**src/rtl/gray_window_pkg.sv**
```systemverilog
// -----------------------------------------------------------------------------
// gray_window_pkg
// Shared interface types and constants for the gray_window block.
//   dataPort_t : camera pixel stream beat  {valid, data[23:0] = R,G,B}
//   window_t   : 3x3 gray window beat      {valid, data[71:0], cx, cy}
// Also holds the luma coefficients and the helpers used by the datapath.
// -----------------------------------------------------------------------------
package gray_window_pkg;

  localparam int unsigned PIX_W   = 8;
  localparam int unsigned RGB_W   = 24;
  localparam int unsigned COL_W   = 24;
  localparam int unsigned WIN_W   = 72;
  // Coordinate fields are sized for the widest supported frame; the block
  // zero-extends its $clog2-wide counters into them.
  localparam int unsigned COORD_W = 16;

  // Integer luma weights; they sum to 256 so a grey input maps to itself.
  localparam logic [15:0] GRAY_KR    = 16'd77;
  localparam logic [15:0] GRAY_KG    = 16'd150;
  localparam logic [15:0] GRAY_KB    = 16'd29;
  localparam int unsigned GRAY_SHIFT = 8;

  typedef struct packed {
    logic             valid;
    logic [RGB_W-1:0] data;
  } dataPort_t;

  typedef struct packed {
    logic               valid;
    logic [WIN_W-1:0]   data;
    logic [COORD_W-1:0] cx;
    logic [COORD_W-1:0] cy;
  } window_t;

  // RGB888 to 8-bit gray; the weighted sum peaks at 65280, so 16 bits hold it.
  function automatic logic [PIX_W-1:0] rgb_to_gray(input logic [RGB_W-1:0] rgb);
    logic [15:0] sum;
    sum = GRAY_KR * {8'd0, rgb[23:16]}
        + GRAY_KG * {8'd0, rgb[15:8]}
        + GRAY_KB * {8'd0, rgb[7:0]};
    return PIX_W'(sum >> GRAY_SHIFT);
  endfunction

  // Shift a row-major 3x3 window one column left and append a new right
  // column. col is {top, mid, bottom}; the window is p00 in [71:64] down to
  // p22 in [7:0].
  function automatic logic [WIN_W-1:0] shift_window(input logic [WIN_W-1:0] win,
                                                    input logic [COL_W-1:0] col);
    return {win[63:56], win[55:48], col[23:16],
            win[39:32], win[31:24], col[15:8],
            win[15:8],  win[7:0],   col[7:0]};
  endfunction

endpackage

```
**src/rtl/gray_window_line_buffer.sv**
```systemverilog
// -----------------------------------------------------------------------------
// line_buffer
// One line of 8-bit pixels. Single-port, synchronous, read-before-write with
// one cycle of read latency. Contents are never cleared; only the read
// register is reset.
//   clk     : clock
//   rst     : asynchronous active-high reset (read register only)
//   en      : access strobe; a read happens on every enabled cycle
//   we      : write enable, honoured only together with en
//   addr    : pixel column
//   wr_data : value stored at addr
//   rd_data : previous contents of addr, valid the cycle after the access
// -----------------------------------------------------------------------------
module line_buffer #(
  parameter int DEPTH  = 16,
  parameter int DATA_W = 8,
  localparam int AW    = (DEPTH > 1) ? $clog2(DEPTH) : 1
) (
  input  logic              clk,
  input  logic              rst,
  input  logic              en,
  input  logic              we,
  input  logic [AW-1:0]     addr,
  input  logic [DATA_W-1:0] wr_data,
  output logic [DATA_W-1:0] rd_data
);

  logic [DATA_W-1:0] mem_r [DEPTH];
  logic [DATA_W-1:0] rd_data_r;

  // Storage array write; left unreset so it maps onto block RAM.
  always_ff @(posedge clk) begin
    if (en && we) begin
      mem_r[addr] <= wr_data;
    end
  end

  // Registered read of the old word at addr.
  always_ff @(posedge clk or posedge rst) begin
    if (rst) begin
      rd_data_r <= {DATA_W{1'b0}};
    end else if (en) begin
      rd_data_r <= mem_r[addr];
    end
  end

  assign rd_data = rd_data_r;

endmodule

```
**src/rtl/gray_window.sv**
```systemverilog
// -----------------------------------------------------------------------------
// gray_window
// Converts an RGB pixel stream to gray and emits a 3x3 gray window for every
// pixel at x >= 2, y >= 2. Free-running three-stage pipeline with a valid
// tag; no stall, no backpressure. A window appears three cycles after the
// input beat of its bottom-right pixel and is centred on (x-1, y-1).
//   clk : clock, all state on its rising edge
//   rst : asynchronous active-high reset
//   in  : dataPort_t pixel stream {valid, R/G/B}
//   out : window_t {valid, data (p00 in [71:64] .. p22 in [7:0]), cx, cy};
//         data/cx/cy hold their last value while valid is low
// Parameters WIDTH and HEIGHT (both >= 3) give pixels per line and lines
// per frame.
// -----------------------------------------------------------------------------
module gray_window
  import gray_window_pkg::*;
#(
  parameter int WIDTH  = 16,
  parameter int HEIGHT = 16
) (
  input  logic      clk,
  input  logic      rst,
  input  dataPort_t in,
  output window_t   out
);

  localparam int XW = $clog2(WIDTH);
  localparam int YW = $clog2(HEIGHT);
  localparam logic [XW-1:0] X_LAST = XW'(WIDTH - 1);
  localparam logic [YW-1:0] Y_LAST = YW'(HEIGHT - 1);
  localparam logic [XW-1:0] X_MIN  = XW'(2);
  localparam logic [YW-1:0] Y_MIN  = YW'(2);
  localparam logic [XW-1:0] X_ONE  = XW'(1);
  localparam logic [YW-1:0] Y_ONE  = YW'(1);

  // Position of the next incoming pixel.
  logic [XW-1:0]      x_r;
  logic [YW-1:0]      y_r;

  // Stage 1: gray value and its position.
  logic               v1_r;
  logic [PIX_W-1:0]   g1_r;
  logic [XW-1:0]      x1_r;
  logic [YW-1:0]      y1_r;

  // Stage 2: line-buffer access, gray delayed to line up with the read data.
  logic               v2_r;
  logic [PIX_W-1:0]   g2_r;
  logic [XW-1:0]      x2_r;
  logic [YW-1:0]      y2_r;
  logic               lb0_we_s;
  logic               lb1_we_s;
  logic [PIX_W-1:0]   lb0_rd_s;
  logic [PIX_W-1:0]   lb1_rd_s;

  // Stage 3: window register and output registers.
  logic [COL_W-1:0]   col_s;
  logic [WIN_W-1:0]   win_next_s;
  logic               qualify_s;
  logic [WIN_W-1:0]   win_r;
  logic               out_valid_r;
  logic [WIN_W-1:0]   out_data_r;
  logic [COORD_W-1:0] cx_r;
  logic [COORD_W-1:0] cy_r;

  // Pixel position counters: step on every valid beat, raster order wrap.
  always_ff @(posedge clk or posedge rst) begin
    if (rst) begin
      x_r <= {XW{1'b0}};
      y_r <= {YW{1'b0}};
    end else if (in.valid) begin
      if (x_r == X_LAST) begin
        x_r <= {XW{1'b0}};
        if (y_r == Y_LAST) begin
          y_r <= {YW{1'b0}};
        end else begin
          y_r <= y_r + Y_ONE;
        end
      end else begin
        x_r <= x_r + X_ONE;
      end
    end
  end

  // Stage 1: register gray, position and the valid tag.
  always_ff @(posedge clk or posedge rst) begin
    if (rst) begin
      v1_r <= 1'b0;
      g1_r <= {PIX_W{1'b0}};
      x1_r <= {XW{1'b0}};
      y1_r <= {YW{1'b0}};
    end else begin
      v1_r <= in.valid;
      if (in.valid) begin
        g1_r <= rgb_to_gray(in.data);
        x1_r <= x_r;
        y1_r <= y_r;
      end
    end
  end

  // The two buffers hold the two previous lines by parity: lb0 keeps even
  // lines, lb1 odd lines. Each access reads both at column x and overwrites
  // the one holding line y-2, which is exactly the buffer of y's parity.
  // Lines 0 and 1 of a frame are always written before line 2 reads them,
  // so no row ever leaks across a frame boundary or a reset.
  always_comb begin
    lb0_we_s = v1_r & ~y1_r[0];
    lb1_we_s = v1_r &  y1_r[0];
  end

  line_buffer #(
    .DEPTH  (WIDTH),
    .DATA_W (PIX_W)
  ) u_lb0 (
    .clk     (clk),
    .rst     (rst),
    .en      (v1_r),
    .we      (lb0_we_s),
    .addr    (x1_r),
    .wr_data (g1_r),
    .rd_data (lb0_rd_s)
  );

  line_buffer #(
    .DEPTH  (WIDTH),
    .DATA_W (PIX_W)
  ) u_lb1 (
    .clk     (clk),
    .rst     (rst),
    .en      (v1_r),
    .we      (lb1_we_s),
    .addr    (x1_r),
    .wr_data (g1_r),
    .rd_data (lb1_rd_s)
  );

  // Stage 2: carry gray and position alongside the line-buffer read.
  always_ff @(posedge clk or posedge rst) begin
    if (rst) begin
      v2_r <= 1'b0;
      g2_r <= {PIX_W{1'b0}};
      x2_r <= {XW{1'b0}};
      y2_r <= {YW{1'b0}};
    end else begin
      v2_r <= v1_r;
      if (v1_r) begin
        g2_r <= g1_r;
        x2_r <= x1_r;
        y2_r <= y1_r;
      end
    end
  end

  // New window column {top, mid, bottom}; top is the buffer of y's parity.
  always_comb begin
    col_s      = {COL_W{1'b0}};
    if (y2_r[0]) begin
      col_s = {lb1_rd_s, lb0_rd_s, g2_r};
    end else begin
      col_s = {lb0_rd_s, lb1_rd_s, g2_r};
    end
    win_next_s = shift_window(win_r, col_s);
    qualify_s  = v2_r && (x2_r >= X_MIN) && (y2_r >= Y_MIN);
  end

  // Stage 3: shift the window on every valid tag; publish qualifying ones.
  always_ff @(posedge clk or posedge rst) begin
    if (rst) begin
      win_r       <= {WIN_W{1'b0}};
      out_valid_r <= 1'b0;
      out_data_r  <= {WIN_W{1'b0}};
      cx_r        <= {COORD_W{1'b0}};
      cy_r        <= {COORD_W{1'b0}};
    end else begin
      out_valid_r <= qualify_s;
      if (v2_r) begin
        win_r <= win_next_s;
      end
      if (qualify_s) begin
        out_data_r <= win_next_s;
        cx_r       <= COORD_W'(x2_r - X_ONE);
        cy_r       <= COORD_W'(y2_r - Y_ONE);
      end
    end
  end

  assign out = '{valid: out_valid_r, data: out_data_r, cx: cx_r, cy: cy_r};

endmodule
```
**config.mk**
```make
export PLATFORM = sky130hd
export DESIGN_NAME = gray_window
export DESIGN_NICKNAME = d
export VERILOG_FILES = /design/src/rtl/gray_window_pkg.sv /design/src/rtl/gray_window_line_buffer.sv /design/src/rtl/gray_window.sv
export SDC_FILE = /design/constraint.sdc
export NUM_CORES = 1
export LEC_CHECK = 0
export ABC_CLOCK_PERIOD_IN_PS = 5110
export BUFFER_PORTS_ARGS = -buffer_cell sky130_fd_sc_hd__buf_2
export CAP_MARGIN = 30
export CORE_MARGIN = 1.5
export CORE_UTILIZATION = 55
export DETAILED_ROUTE_END_ITERATION = 10
export HOLD_SLACK_MARGIN = 0.02
export PLACE_DENSITY_LB_ADDON = 0.3
export SLEW_MARGIN = 15
export SYNTH_ARGS = -nofsm -noshare
export SYNTH_HDL_FRONTEND = slang
export SYNTH_SLANG_ARGS = --single-unit
```
**constraint.sdc**
```tcl
create_clock -name clk -period 5.11 [get_ports clk]
set_input_delay 0.2555 -clock clk [delete_from_list [all_inputs] [get_ports clk]]
set_output_delay 0.2555 -clock clk [all_outputs]
set_load 0.05 [all_outputs]
```
# Word-level counts from Yosys, hierarchy flattened
# Memories as Yosys holds them, arrays and structs flattened. A register that Yosys moved wholly into a read port is not among the register bits.
# Index checks and enable logic that the tools add are counted.
[classes]
mux = 7
n_reduce_logical = 5
n_eq_ne = 2
add_sub_neg = 6
bitwise_logic = 3
multipliers = 3
n_lt_le_gt_ge = 2
[op_table]
columns = ["cell", "count"]
rows = [
  ["multiplier 7 x 8 -> 15 bit (first input constant)", 2],
  ["two-way mux 24 bit", 1],
  ["adder 15 x 16 -> 16 bit", 1],
  ["adder 16 x 13 -> 16 bit", 1],
  ["multiplier 5 x 8 -> 13 bit (first input constant)", 1],
  ["subtractor 4 x 1 -> 5 bit (second input constant)", 2],
  ["adder 4 x 1 -> 4 bit (second input constant)", 2],
  ["equality test 4 bit (second input constant)", 2],
  [">= comparator 4 x 2 -> 1 bit (second input constant)", 2],
  ["two-way mux 4 bit", 2],
  ["logical AND 1 bit", 4],
  ["two-way mux 1 bit", 4],
  ["AND 1 bit", 2],
  ["AND reduction 2 bit", 1],
  ["inverter 1 bit", 1],
]
[word_totals]
ram_bits = 256
regBits = 211
out_inout_bits = 105
elab_cells = 45
mem_count = 2
in_bits = 27
[mem_list]
columns = ["memory", "depth", "word_bits", "rd", "rd_ports_with_merged_regs", "wr", "line_no", "source"]
rows = [
  ["u_lb0.mem_r", 16, 8, 1, 1, 1, "gray_window_line_buffer.sv:28", "logic [DATA_W-1:0] mem_r [DEPTH];"],
  ["u_lb1.mem_r", 16, 8, 1, 1, 1, "gray_window_line_buffer.sv:28", ""],
]

# Depth between registers and ports, before layout
[logic_depth]
ltp_word = 5
ltp_mapped = 24
ltp_nobuf = 24

# Cells and area by module
# From an unflattened synthesis, not the netlist that was laid out.
[unflattened]
hier_cells = 1391
area_unflattened_um2 = 20623.5
[by_module_without_submodules]
columns = ["mod", "area_each_um2", "cells_per_inst", "seq_area_each_um2", "n_inst"]
rows = [
  ["line_buffer", 5328.9, 283, 4043.9, 2],
  ["gray_window", 9965.8, 825, 4329.2, 1],
]

# Least setup slack after synthesis
# Ideal clock, no wire load.
[synth_timing]
path_type = "input port to flip-flop"
from = "in in[12] (netlist bit)"
to = "reg g1_r[7]"
cell_stages = 21
t_arrival_ns = 5.912
setup_time_ns = 0.082
t_required_ns = 5.028
n_path_buf = 0
slack_ns = -0.884
cell_sequence = "ha_1 > ha_1 > inv_1 > fa_1 > inv_1 > fa_1 > ha_1 > xnor2_1 > fa_1 > fa_1 > inv_1 > fa_1 > inv_1 > fa_1 > ha_1 > o21a_1 > a2111oi_2 > o21ai_1 > a211o_1 > a31o_2 > a31oi_1"
[synth_via]
elab_chain_cells = 3
[synth_lines]
columns = ["item", "line_no", "source"]
rows = [
  ["start, declared", "gray_window.sv:23", "input dataPort_t in,"],
  ["multiplier 7 x 8 -> 15 bit", "gray_window_pkg.sv:40", "+ GRAY_KG * {8'd0, rgb[15:8]}"],
  ["adder 15 x 16 -> 16 bit", "gray_window_pkg.sv:40", ""],
  ["adder 16 x 13 -> 16 bit", "gray_window_pkg.sv:41", "+ GRAY_KB * {8'd0, rgb[7:0]};"],
  ["end signal, assigned", "gray_window.sv:89", "g1_r <= {PIX_W{1'b0}};"],
  ["end signal, assigned", "gray_window.sv:95", "g1_r <= rgb_to_gray(in.data);"],
  ["end, declared", "gray_window.sv:42", "logic [PIX_W-1:0] g1_r;"],
]
# Every way passes these cells.
# A chain may end at the register's enable or synchronous reset.

# Worst setup path in the final report
[layout_timing]
from = "in in[12] (netlist bit)"
to = "reg g1_r[5]"
# The elaborated chain is that of the path after synthesis.

==> run metrics <==
Distinct cells, synth 44; hold crit path type in2reg; largest net degree at the start of global routing 153; Total Die Area approximately 38000 um^2; detailed placer's ending HPWL 26930 um; die height 195.2 um; most frequent cell after synthesis edfxtp_1; crit-path max cell delay 0.53 ns; core footprint ~37000 um^2; hold path depth 1; total gr overflow 0; Tcrit/Tclk final 1.050; wire per inst roughly 20 um; final worst slack -0.2578 ns; status complete, but fails checks; top cells by area, synth edfxtp_1 (38%), dfrtp_1 (23%), mux4_2 (8.9%); Num CTS Buffers 42; worst path arrival time 5.79 ns; CTS sink count around 450; Vias per Instance 5.586; FFs w/ async S/R, synth 0.4247; DRC viols 0; final non-filler cell area approximately 23000 um^2; Tightest Pin Transition 0.9171 ns; crit path from in[12]; Synth warnings 0; Routability Congestion 0.7901; hold endpoint v1_r$_DFF_PP0_; I/O Buffers approximately 130; Clock Latency Late Sink ~0.54 ns; failing checks setup timing; utilization after layout 0.6418; Chip Width 195.2 um; CP required 5.53 ns; slowest CP cell fa_1; number of core rows 70; final hold vios 0; Fillers 2535; CP startpoint kind primary input; Synth Area per Inst 14.76 um^2; fmax roughly 190 MHz; Worst path top cell family by delay adder cells; Reg-to-Reg Start x1_r[1]$_DFFE_PP0P_; leading area contributor after synthesis edfxtp_1; ANT cells 0; area grow syn2layout 15.31%; proportion of layout cells with a drive suffix above 1 0.2930; flops & latches, synth 445; clk_skew 0.01654 ns; sequential area share after synthesis 0.6109; nets 1712; Post-synth top cells edfxtp_1 (256), nand2_1 (215), dfrtp_1 (189); vias 11380; Most Frequent Cell on Critical Path fa_1; ys flop type edfxtp_1; Setup CP Type in2reg; IO Pins 132; initial antenna violation count 0; crit-path cells buf_8, ha_4, ha_4, inv_2, fa_1, inv_1, fa_1, ha_4, xnor2_4, fa_1, fa_1, inv_2, fa_1, inv_1, fa_1, ha_4, o21a_4, a2111oi_4, o21ai_2, buf_4, a41oi_2, xnor2_1, mux2_4; area fraction of the dominant cell type after synthesis 0.3782; CTS Buffer Depth 3; 1st-iter DRT viols 845; Min Clock Period, post-route 5.368 ns; capturing point of the worst reg2reg path u_lb0.mem_r[3][4]$_DFFE_PP_; WL final about 41000 um; wire length of the first global-routing pass 64490 um; hold_ws 0.1219 ns; H-tree depth 2; Slew Viols, Final 0; post-route antenna net violation count 0; HP Start in[24]; GR Util All Layers 0.2195; vias in the first global route 11750; CTS root buf clkbuf_16; RSZ-0062 raised after global routing true; dpl ws -1.001 ns; r2r setup slk between 2 and 2.5 ns; worst-path fanout max 3; max_cap viols 0; Post-Syn Area between 20000 and 25000 um^2; EDFF count, synth ~260; DR pass1 iterations 5; worst relative slew slack 0.3863; WP buf/inv 6; Worst setup EP type flop; Syn Nets 1549; clk slew on worst S/H paths 0.06 ns; TritonCTS clock tree built; Setup violations, final 7; Initial Utilization 0.5566; cell count after synthesis about 1400; cell count of the worst reg-to-reg path 4; placed inst area between 20000 and 25000 um^2
## cell type report
type / instances / area [um^2] / share of cell area
timing repair buffer: 197 / 1313 / 0.05599
sequential: 445 / 12420 / 0.5300
inverter: 95 / 362.8 / 0.01548
clock buffer: 57 / 1229 / 0.05242
tap: 468 / 585.6 / 0.02498
clock inverter: 17 / 116.4 / 0.004964
multi-input combinational: 759 / 7411 / 0.3162
## through the flow
step / std cells / TNS, ns
after detailed placement: 1955 / -6.085
after global routing: 2038 / -2.123
after CTS: 2030 / -1.151
final: 2038 / -1.094
after floorplan: 1377 / -2.916
after global placement: 1949 / -5.314
## metal layers
| layer | vias to the layer above | routed length (um) | track usage |
|---|---|---|---|
| met5 | - | 0 | 0 |
| met4 | 0 | 896 | 0.05972 |
| met3 | 80 | 2153 | 0.03264 |
| met2 | 364 | 20320 | 0.3697 |
| met1 | 5732 | 17460 | 0.3016 |
| li1 | 5208 | - | - |
## worst max path at each step
stage                          endpoint  cells after the start
finish              g1_r[5]$_DFFE_PP0P_                     23
global route        g1_r[7]$_DFFE_PP0P_                     22
CTS                 g1_r[7]$_DFFE_PP0P_                     22
floorplan           g1_r[7]$_DFFE_PP0P_                     21
detailed placement  g1_r[7]$_DFFE_PP0P_                     22
global placement    g1_r[7]$_DFFE_PP0P_                     22
## cell usage in the layout, fill, tap and decap left out, types with 8 or more instances in the layout
cell type    n
fa_1        55
mux2_2      73
ha_4        11
xnor2_1     14
inv_1       89
nand2_1    215
o21ai_0     37
clkbuf_16   43
nand3_1      8
buf_4       54
ha_1        78
edfxtp_1   256
mux2i_1     16
dfrtp_1    186
a21oi_1     30
clkbuf_8    10
nor2_1      60
mux4_2      80
buf_2      129
## kinds of logic after synthesis
family,after synthesis,share of synthesized area
flip-flops,445,0.6109
multiplexers,172,0.1386
buffers and inverters,173,0.03927
adder cells (fa/ha/maj),145,0.1096
AO/OA/AOI/OAI,106,0.03016
XOR/XNOR,22,0.009479
AND/OR/NAND/NOR,314,0.06205
## worst register-to-register path, delay by kind of cell, from the launching register on
| family | cells | cell delay, ns |
|---|---|---|
| buffers and inverters | 1 | 0.52 |
| AND/OR/NAND/NOR | 3 | 1.20 |
| flip-flops | 1 | 0.71 |
## timing repair
item | in CTS | in global routing
endpoints found under the hold margin | 37 | 0
setup buffers | 0 | 2
endpoints found under the setup margin | 7 | 7
pin swaps | 12 | 24
resized for setup | 19 | 21
hold buffers | 1 | 0
## sequential cells by signal, indices dropped and copies added, names as in the netlist, 5 cells and up
register	count
u_lb0.rd_data	8
win_r	48
u_lb0.mem_r	128
cx_r	5
out_data_r	72
u_lb1.mem_r	128
g1_r	8
cy_r	5
g2_r	8
u_lb1.rd_data	8
Power is not shown: default switching activity piles up to over one toggle a cycle in this logic, so the estimate is an artifact.
